### src/rtl/alu_result_fifo_if.sv
// rtl/alu_result_fifo_if.sv - Result word handshake bundle between ALU core, result FIFO and readout
// The FIFO uses the slave modport; the producer/consumer side uses master.
interface alu_result_fifo_if #(
  parameter int WIDTH = 8
);
  logic             in_valid;
  logic [WIDTH-1:0] in_data;
  logic             in_ready;
  logic             out_valid;
  logic [WIDTH-1:0] out_data;
  logic             out_ready;

  modport slave (
    input  in_valid,
    input  in_data,
    input  out_ready,
    output in_ready,
    output out_valid,
    output out_data
  );

  modport master (
    output in_valid,
    output in_data,
    output out_ready,
    input  in_ready,
    input  out_valid,
    input  out_data
  );
endinterface

### src/rtl/alu_result_fifo.sv
// rtl/alu_result_fifo.sv - FWFT result FIFO with saturating error count and sticky overflow
// Optional almost_full output enabled by defining ALU_FIFO_ALMOST_FULL_EN.
module alu_result_fifo #(
  parameter int DEPTH    = 8,
  parameter int WIDTH    = 8,
  parameter int ERRCNT_W = 4
) (
  input  logic                    clk,
  input  logic                    rst,
  alu_result_fifo_if.slave        bus,
  output logic [$clog2(DEPTH):0]  level,
  output logic [ERRCNT_W-1:0]     err_count,
  output logic                    overflow,
  input  logic                    clr_stats
`ifdef ALU_FIFO_ALMOST_FULL_EN
  ,
  output logic                    almost_full
`endif
);

  localparam int PTR_W = $clog2(DEPTH);
  localparam int LVL_W = PTR_W + 1;
  localparam logic [LVL_W-1:0]    LVL_FULL = LVL_W'(DEPTH);
  localparam logic [ERRCNT_W-1:0] ERR_MAX  = '1;

  logic [WIDTH-1:0] mem [DEPTH];
  logic [PTR_W-1:0] wr_ptr;
  logic [PTR_W-1:0] rd_ptr;
  logic [LVL_W-1:0] count;

  logic full;
  logic empty;
  logic push;
  logic pop;
  logic drop;
  logic err_hit;

  assign full    = (count == LVL_FULL);
  assign empty   = (count == '0);
  assign push    = bus.in_valid && !full;
  assign pop     = bus.out_ready && !empty;
  assign drop    = bus.in_valid && full;
  assign err_hit = push && bus.in_data[3];

  // Outputs depend only on registered state, never on this cycle's inputs.
  assign bus.in_ready  = !full;
  assign bus.out_valid = !empty;
  assign bus.out_data  = empty ? '0 : mem[rd_ptr];
  assign level         = count;

`ifdef ALU_FIFO_ALMOST_FULL_EN
  localparam logic [LVL_W-1:0] LVL_AF = LVL_W'(DEPTH - 2);
  assign almost_full = (count >= LVL_AF);
`endif

  // Storage is deliberately not reset; pointers and count define validity.
  always_ff @(posedge clk) begin
    if (push) begin
      mem[wr_ptr] <= bus.in_data;
    end
  end

  always_ff @(posedge clk) begin
    if (rst) begin
      wr_ptr <= '0;
      rd_ptr <= '0;
      count  <= '0;
    end else begin
      if (push) begin
        wr_ptr <= wr_ptr + 1'b1;
      end
      if (pop) begin
        rd_ptr <= rd_ptr + 1'b1;
      end
      if (push && !pop) begin
        count <= count + 1'b1;
      end else if (!push && pop) begin
        count <= count - 1'b1;
      end
    end
  end

  // clr_stats wins over a same-edge increment or overflow set.
  always_ff @(posedge clk) begin
    if (rst) begin
      err_count <= '0;
      overflow  <= 1'b0;
    end else if (clr_stats) begin
      err_count <= '0;
      overflow  <= 1'b0;
    end else begin
      if (err_hit && (err_count != ERR_MAX)) begin
        err_count <= err_count + 1'b1;
      end
      if (drop) begin
        overflow <= 1'b1;
      end
    end
  end

endmodule

### src/flat_wrapper.sv
// flat-port wrapper written by rule: the top's interface ports become plain ports
module alu_result_fifo_flat 
#(
  parameter int DEPTH    = 8,
  parameter int WIDTH    = 8,
  parameter int ERRCNT_W = 4
)
  (clk, rst, level, err_count, overflow, clr_stats, bus_in_valid, bus_in_data, bus_out_ready, bus_in_ready, bus_out_valid, bus_out_data);
  alu_result_fifo_if #(.WIDTH(WIDTH)) bus_i ();
  input  logic clk;
  input  logic rst;
  output logic [$clog2(DEPTH):0] level;
  output logic [ERRCNT_W-1:0] err_count;
  output logic overflow;
  input  logic clr_stats;
  input wire logic [$bits(bus_i.in_valid)-1:0] bus_in_valid;
  input wire logic [$bits(bus_i.in_data)-1:0] bus_in_data;
  input wire logic [$bits(bus_i.out_ready)-1:0] bus_out_ready;
  output wire logic [$bits(bus_i.in_ready)-1:0] bus_in_ready;
  output wire logic [$bits(bus_i.out_valid)-1:0] bus_out_valid;
  output wire logic [$bits(bus_i.out_data)-1:0] bus_out_data;
  assign bus_i.in_valid = bus_in_valid;
  assign bus_i.in_data = bus_in_data;
  assign bus_i.out_ready = bus_out_ready;
  assign bus_in_ready = bus_i.in_ready;
  assign bus_out_valid = bus_i.out_valid;
  assign bus_out_data = bus_i.out_data;
  alu_result_fifo #(.DEPTH(DEPTH), .WIDTH(WIDTH), .ERRCNT_W(ERRCNT_W)) u_core (.clk(clk), .rst(rst), .bus(bus_i), .level(level), .err_count(err_count), .overflow(overflow), .clr_stats(clr_stats));
endmodule
### config.mk
export PLATFORM = sky130hd
export DESIGN_NAME = alu_result_fifo_flat
export DESIGN_NICKNAME = d
export VERILOG_FILES = /design/src/rtl/alu_result_fifo_if.sv /design/src/rtl/alu_result_fifo.sv /design/src/flat_wrapper.sv
export SDC_FILE = /design/constraint.sdc
export NUM_CORES = 1
export LEC_CHECK = 0
export BUFFER_PORTS_ARGS = -buffer_cell sky130_fd_sc_hd__buf_2
export CAP_MARGIN = 25
export CORE_ASPECT_RATIO = 0.75
export CORE_UTILIZATION = 45
export CTS_CLUSTER_SIZE = 40
export DETAILED_ROUTE_END_ITERATION = 7
export GPL_TIMING_DRIVEN = 0
export MAX_ROUTING_LAYER = met4
export PLACE_DENSITY = 0.69
export SYNTH_ARGS = -nofsm -noshare
export SYNTH_HDL_FRONTEND = slang
export SYNTH_SLANG_ARGS = --single-unit
export TNS_END_PERCENT = 20
### constraint.sdc
create_clock -name clk -period 3 [get_ports clk]
set_input_delay 0.45 -clock clk [delete_from_list [all_inputs] [get_ports clk]]
set_output_delay 0.45 -clock clk [all_outputs]
set_load 0.005 [all_outputs]
# After elaboration in Yosys (flattened, before gate mapping)
# Memory sizes are Yosys's and may differ from the RTL's. A register that Yosys moved wholly into a read port is not among the register bits.
# Index checks and enable logic that the tools add are counted.
# totals
regBits	15
latchBits	0
ram_bits	64
mem_bits_ro	0
out_inout_bits	19
n_memories	1
# mem_list
name	words	word_bits	rd	rd_clocked_by_memory_dff	write_ports	line	text
u_core.mem	8	8	1	1	1	alu_result_fifo.sv:26	logic [WIDTH-1:0] mem [DEPTH];
# op_classes
addsub	5
n_mul	0
div	0
order_cmp	0
n_eq_ne	2
n_shift	0
muxes	7
n_bitwise	0
reduce_logical	14
# op_table
op	n
$add 4x1->4 const B	2
$mux 4	2
$mux 8	1
$logic_and 1x1->1	7
$add 3x1->3 const B	2
$mux 3	2
$eq 4x4->1 const B	1
$logic_not 1->1	4
$logic_not 4->1	1
$ne 4x4->1 const B	1
$sub 4x1->4 const B	1
$mux 1	2
$reduce_bool 2->1	1
$reduce_or 2->1	1

# Logic depth before layout (Yosys ltp)
# Gate-level depths: netlist of run 1.
# depth
depth_word	7
depth_mapped	11
ltp_nobuf	10

# Worst setup path before layout of run 1
# OpenSTA, ideal clock, no wires.
# synth_timing
path_type	reg-to-reg
start	reg u_core.count[0], in the netlist u_core.level[0]
end	reg u_core.count[3], in the netlist u_core.level[3]
arrival_time_ns	2.605
t_required_ns	2.879
slack_ns	0.275
path_stages_with_launch	12
period_less_slack_ns	2.725
path_cell_list	dfxtp_1 or4b_1 buf_2 and2_4 buf_6 ha_1 inv_1 ha_1 a21oi_1 a211oi_1 a31oi_1 mux2_2
# synth_via
elab_chain_cells	6
word_cells_on_any_way	15
classes_between	2 x add/sub; 1 x eq/ne; 2 x mux; 10 x reduce/logical
# synth_lines
item	line	text
start: declaration	alu_result_fifo.sv:29	logic [LVL_W-1:0] count;
start signal: assignment	alu_result_fifo.sv:76	count <= count + 1'b1;
start signal: assignment	alu_result_fifo.sv:78	count <= count - 1'b1;
$eq 4x4->1 *	alu_result_fifo.sv:38	assign full = (count == LVL_FULL);
$logic_not 1->1 *	n/a	
via bus_in_ready	flat_wrapper.sv:19	output wire logic [$bits(bus_i.in_ready)-1:0] bus_in_ready;
$logic_and 1x1->1 *	alu_result_fifo.sv:40	assign push = bus.in_valid && !full;
via u_core.push	alu_result_fifo.sv:33	logic push;
$logic_not 1->1	alu_result_fifo.sv:77	end else if (!push && pop) begin
$logic_and 1x1->1	alu_result_fifo.sv:77	
$reduce_bool 2->1 (no line)	n/a	
# Mark *: on every way through the listed nets, which the timed path passes. The rest lies on a longest branch. The select of a mux whose other input is x is not followed.
# A chain may end at the register's enable or synchronous reset.

# Final worst setup path of run 1
# layout_timing
start	reg u_core.count[0], in the netlist u_core.level[0]
end	reg u_core.count[3], in the netlist u_core.level[3]
# layout_via
elab_chain_cells	6
word_cells_on_any_way	15
classes_between	2 x add/sub; 1 x eq/ne; 2 x mux; 10 x reduce/logical
# layout_lines
item	line
$eq 4x4->1 *	alu_result_fifo.sv:38
$logic_not 1->1 *	alu_result_fifo.sv:40
$logic_and 1x1->1 *	alu_result_fifo.sv:40
via u_core.push	alu_result_fifo.sv:33
$logic_not 1->1	alu_result_fifo.sv:77
$logic_and 1x1->1	alu_result_fifo.sv:77
$reduce_bool 2->1 (no line)	n/a
# Marked as above.

==> impl_metrics.toml, run 1 <==
[global_routing]
antenna_found_initial = 0
grt_pass1_wl_um = 9430
grt_max_degree = 15
grt_overflow = 0
gr-usage-all-layers_pct = 17.6
grt_pass1_vias = 1731

[flow_run]
timing.max_cap.violations = 0

[timing]
tightestPinTransition_ps = 899
min_period_ps = 2840
relSlewSlack_pct = 39.8
fin_skew_ps = 9.83
fmax_ghz = 0.353
min_period_over_period_pct = 94.6
hold_viol = 0
finalSetupViolCount = 0
hold-worst-slack_ps = 373
drv_slew = 0
setup_tns_ps = 0
rsz0062_at_grt = "no"

[synth]
synth_ff_type = "edfxtp_1"
yosysMostFrequentCell = "edfxtp_1"
synthCells = 201
ys_seq_area_share_pct = 68.9
synthTopCellsByArea = "edfxtp_1, dfxtp_1, mux4_2"
synth-edff-count = 64
synth_common_cells = "edfxtp_1, nor2_1, dfxtp_1"
synth_largest_area_cell = "edfxtp_1"
syn_area_um2 = 3310
ys_ff_latch = 82
synthArstFlopShare_pct = 0
syn-num-nets = 221
syn_avg_cell_area_um2 = 16.5
yosys.area.top_type_share_pct = 58.0
synth_warnings = 0
yosysUniqueCellTypes = 36

[cts]
cts_buffers = 9
clock_latency_ps = 350
cts_tree = "built"
h-tree-depth = 3
clockRootBuffer = "clkbuf_8"
clkTransAtPathRegs_ps = 80
cts_sinks = 82
cts_buffer_depth = 2
postCtsSetupBuffers = 0
hold_buffers = 0

[cells_and_area]
antenna_cells = 0
fin_util_pct = 55.3
area_delta_synth_final_pct = 16.2
nNetsFinal = 264
drive_gt1_share_pct = 32.1
fillers = 584

[route]
avgViaCountPerCell = 5.14
finalWirelength_um = 5870
drt_iter0_markers = 70
ant_nets = 0
first_pass_iters = 4
vias = 1782
drcViolationCount = 0
wl_per_cell_um = 16.9

[floorplanning]
start_util_pct = 47.6
die-area_um2 = 7720
ioPinCount = 32
fp-row-count = 26
die_w_um = 101
dieHeight_um = 76.3
core-area_um2 = 6960

[critical_path]
worstPathMaxFanout = 7
critical_path_class = "register to register"
rr_worst_depth = 11
endpoint_kind = "register"
worstSetupStartpointType = "register"
r2r_slack_ps = 160
required_ps = 3230
worstPathArrival_ps = 3070

[place]
gp_congestion = 0.798
dp_hpwl_um = 3930
numPortBuffers = 31

[power]
ir_drop_v = 0.000274
power_density_nw_per_um2 = 847
power_mw = 3.26
power.leakage_nw = 1.35

[status]
status = "finished, final reports clean"

[worst_hold_path]
hold_path_depth = 1
hp-class = "input pin to register"
## what timing repair did
item,in CTS,in global routing
gates resized for setup,1,5
setup endpoints to repair,1,1
pin swaps,0,1
## per-layer routing
| layer | vias to the layer above | wire length, µm | track usage [%] |
|---|---|---|---|
| met2 | 36 | 2820 | 25.9 |
| met3 | 2 | 259 | 5.60 |
| met5 | - | 0 | - |
| met1 | 894 | 2770 | 24.2 |
| met4 | 0 | 19 | 3.91 |
| li1 | 850 | - | - |
## worst paths after layout
| path | startpoint | endpoint |
|---|---|---|
| setup / recovery | u_core.level[0] | u_core.level[3] |
| hold / removal | bus_in_data[7] | u_core.mem[0][7] |
| setup reg to reg | u_core.level[0] | u_core.level[3] |
| hold reg to reg | u_core.overflow | u_core.overflow |
## flip-flops by register name (all words and copies together), names as in the netlist, named ones only
name              count
u_core.mem           64
u_core.err_count      4
u_core.level          4
u_core.rd_ptr         3
u_core.wr_ptr         3
u_core.overflow       1
## worst max-delay path, cell delays in order (launching register included)
cell,delay [ps]
dfxtp_4,380
or4b_1,520
buf_2,170
and2_4,160
buf_6,130
ha_1,200
inv_2,90
ha_1,270
a21oi_2,160
a211oi_1,80
a31oi_1,200
mux2_2,360
## report_power, final
group	internal [mW]	leakage, nW	total (mW)	switching, mW
Sequential	1.33	0.729	1.41	0.0824
Combinational	0.487	0.507	0.990	0.503
Clock	0.487	0.114	0.862	0.375
Total	2.30	1.35	3.26	0.961
## cells by family (layout without fill, tap and decap cells)
kind of cell	count (synthesis)	after routing	share of synthesized area, %
compound gates	10	10	2.15
xor+xnor	6	6	1.59
fa+ha+maj	7	7	2.87
buf+inv	12	60	1.70
flops	82	82	68.9
mux	28	28	14.5
simple gates	56	56	8.31
## layout make-up
| class | count | area (µm²) | share of cell area (%) |
|---|---|---|---|
| multi-input combinational | 107 | 998 | 25.9 |
| sequential | 82 | 2290 | 59.4 |
| inverter | 3 | 11.3 | 0.292 |
| buffer | 9 | 45.0 | 1.17 |
| clock inverter | 3 | 43.8 | 1.14 |
| timing repair buffer | 32 | 163 | 4.22 |
| clock buffer | 13 | 181 | 4.71 |
| tap | 98 | 123 | 3.18 |
## cells in the final DEF, fill, tap and decap left out, drive strengths merged, types with 2 or more instances in the layout
cell and n:
inv 3, nor3 2, nor2 29, a21oi 4
xor2 4, nand2 7, ha 6, clkbuf 17
edfxtp 64, clkinv 2, xnor2 2, a31oi 2
dfxtp 18, mux4 16, nand3 6, buf 37
nand2b 4, mux2i 11
## stage by stage
stage	setup WS (ps)	std cells	area [µm²]
global route	14.0	347	3850
finish	163	347	3850
detailed placement	-53.8	331	3610
floorplan	275	201	3310
CTS	38.2	347	3840
global placement	-398	330	3590
No activity file was read; power rests on OpenSTA's default activity.
==> inputs of run 2 (changes only) <==
- CORE_UTILIZATION: 45 -> 62
- PLACE_DENSITY: 0.69 -> 0.89
- clock period: 3 -> 3.6 ns (I/O delays scaled with it)
==> run 2 against run 1 <==
Total power shrank 20%; wire length shrank 2.3%; final area shrank 2.2%; combinational power shrank 17%; first-iteration DRC count grew 87%; clock-buffer cell count is the same; critical endpoint is now bus_out_data[1]; cell count shrank 7.5%.
==> impl_metrics.toml, run 2 (synthesis gave the netlist of run 1 again) <==
[place]
gp_congestion = 0.809
dp_slack_ps = 649
numPortBuffers = 31
dp_hpwl_um = 3970
post-place-cells = 305

[cells_and_area]
layout_commonest_cell = "edfxtp_1"
area_delta_synth_final_pct = 13.6
fillers = 328
final_cell_mix = "edfxtp_1, buf_2, nor2_1, dfxtp_1, mux4_2"
largest_reg_flops = 64
nNetsFinal = 264
antenna_cells = 0
largest-register = "u_core.mem"
final_cells = 321
drive_gt1_share_pct = 30.1

[timing]
tightestPinTransition_ps = 945
min_period_over_period_pct = 82.3
min_period_ps = 2960
fin_skew_ps = 13.8
hold_viol = 0
setup_tns_ps = 0
rsz0062_at_grt = "no"
worst_slack_ps = 637
fmax_ghz = 0.338
finalSetupViolCount = 0
relSlewSlack_pct = 36.8
drv_slew = 0

[cts]
clkTransAtPathRegs_ps = 80
cts_buffers = 9
hold_buffers = 0
h-tree-depth = 3
cts-resized-gates = 0
clockRootBuffer = "clkbuf_8"
cts_sinks = 82
cts_tree = "built"
postCtsSetupBuffers = 0
clock_latency_ps = 350
cts_buffer_depth = 2

[global_routing]
antenna_found_initial = 0
grt_pass1_vias = 1778
grt_pass1_wl_um = 9070
gr-usage-all-layers_pct = 24.2
grt_overflow = 0
grt_max_degree = 14

[floorplanning]
ioPinCount = 32
die-area_um2 = 5650
die_w_um = 86.4
fp-row-count = 22
start_util_pct = 66.2
core-area_um2 = 5010
dieHeight_um = 65.3

[critical_path]
slowest_stage = "clkbuf_1"
required_ps = 3060
endpoint_kind = "output pin"
path_delay_family = "buffers and inverters"
slowest_delay_ps = 610
worstSetupStartpointType = "register"
cpMostUsedCell = "clkbuf_1"
worstPathArrival_ps = 2420
r2r_slack_ps = 640
cp_num_buf_inv = 3
critical_path_class = "register to output pin"
path_cells = "clkbuf_1, clkbuf_1, mux4_2, mux2i_1, nor2_1, buf_2"
worstPathMaxFanout = 10

[route]
drt_iter0_markers = 131
vias = 1814
first_pass_iters = 4
ant_nets = 0
drcViolationCount = 0
finalWirelength_um = 5740
wl_per_cell_um = 17.9
avgViaCountPerCell = 5.65

[power]
power_density_nw_per_um2 = 695
ir_drop_v = 0.000433
power.leakage_nw = 1.33

[status]
status = "finished, final reports clean"

[worst_hold_path]
hp-class = "input pin to register"

[flow_run]
timing.max_cap.violations = 0
[run 2: per-layer routing]
metal	vias up	GRT usage [%]	wire (µm)
met4	0	12.7	127
met3	12	7.04	429
met1	899	30.9	2450
li1	851	-	-
met5	-	-	0
met2	52	35.8	2740
[run 2: worst reg2reg max path, stage by stage (launching register included)]
cell and delay (ps):
dfxtp_1 390, nor4_2 620, inv_1 190, nand2_1 190, ha_1 190, inv_1 100, ha_1 330, a21oi_1 200
a211oi_1 100, a31oi_1 210, mux2_2 350
[run 2: final timing paths]
check | from | endpoint | depth (start not counted)
hold / removal | bus_in_data[5] | u_core.mem[4][5] | 1
setup reg to reg | u_core.level[0] | u_core.level[3] | 10
hold reg to reg | u_core.overflow | u_core.overflow | 1
setup / recovery | register | bus_out_data[1] | 6
[run 2: cell type report]
cell class	instances	area (µm²)	share of cell area, %
Timing Repair Buffer	32	163	4.32
Tap cell	72	90.1	2.39
Multi-Input combinational cell	107	986	26.2
Clock inverter	3	40.0	1.06
Inverter	3	11.3	0.299
Buffer	9	45.0	1.20
Sequential cell	82	2280	60.6
Clock buffer	13	149	3.95
[run 2: report_power, final]
part	total (mW)	switching, mW	internal [mW]
Combinational	0.818	0.424	0.393
Sequential	1.16	0.0594	1.10
Clock	0.635	0.297	0.338
[run 2: per-stage QoR]
step / util, % / cell area (µm²) / hold WS [ps] / total power [mW]
finish: 75.2 / 3770 / 452 / 2.62
global route: 75.2 / 3770 / 454 / 2.75
CTS: 75.2 / 3770 / 436 / 2.64
detailed placement: 71.4 / 3580 / 462 / 2.01
global placement: 71.1 / 3560 / 447 / 1.95
floorplan: - / 3310 / 454 / 1.72
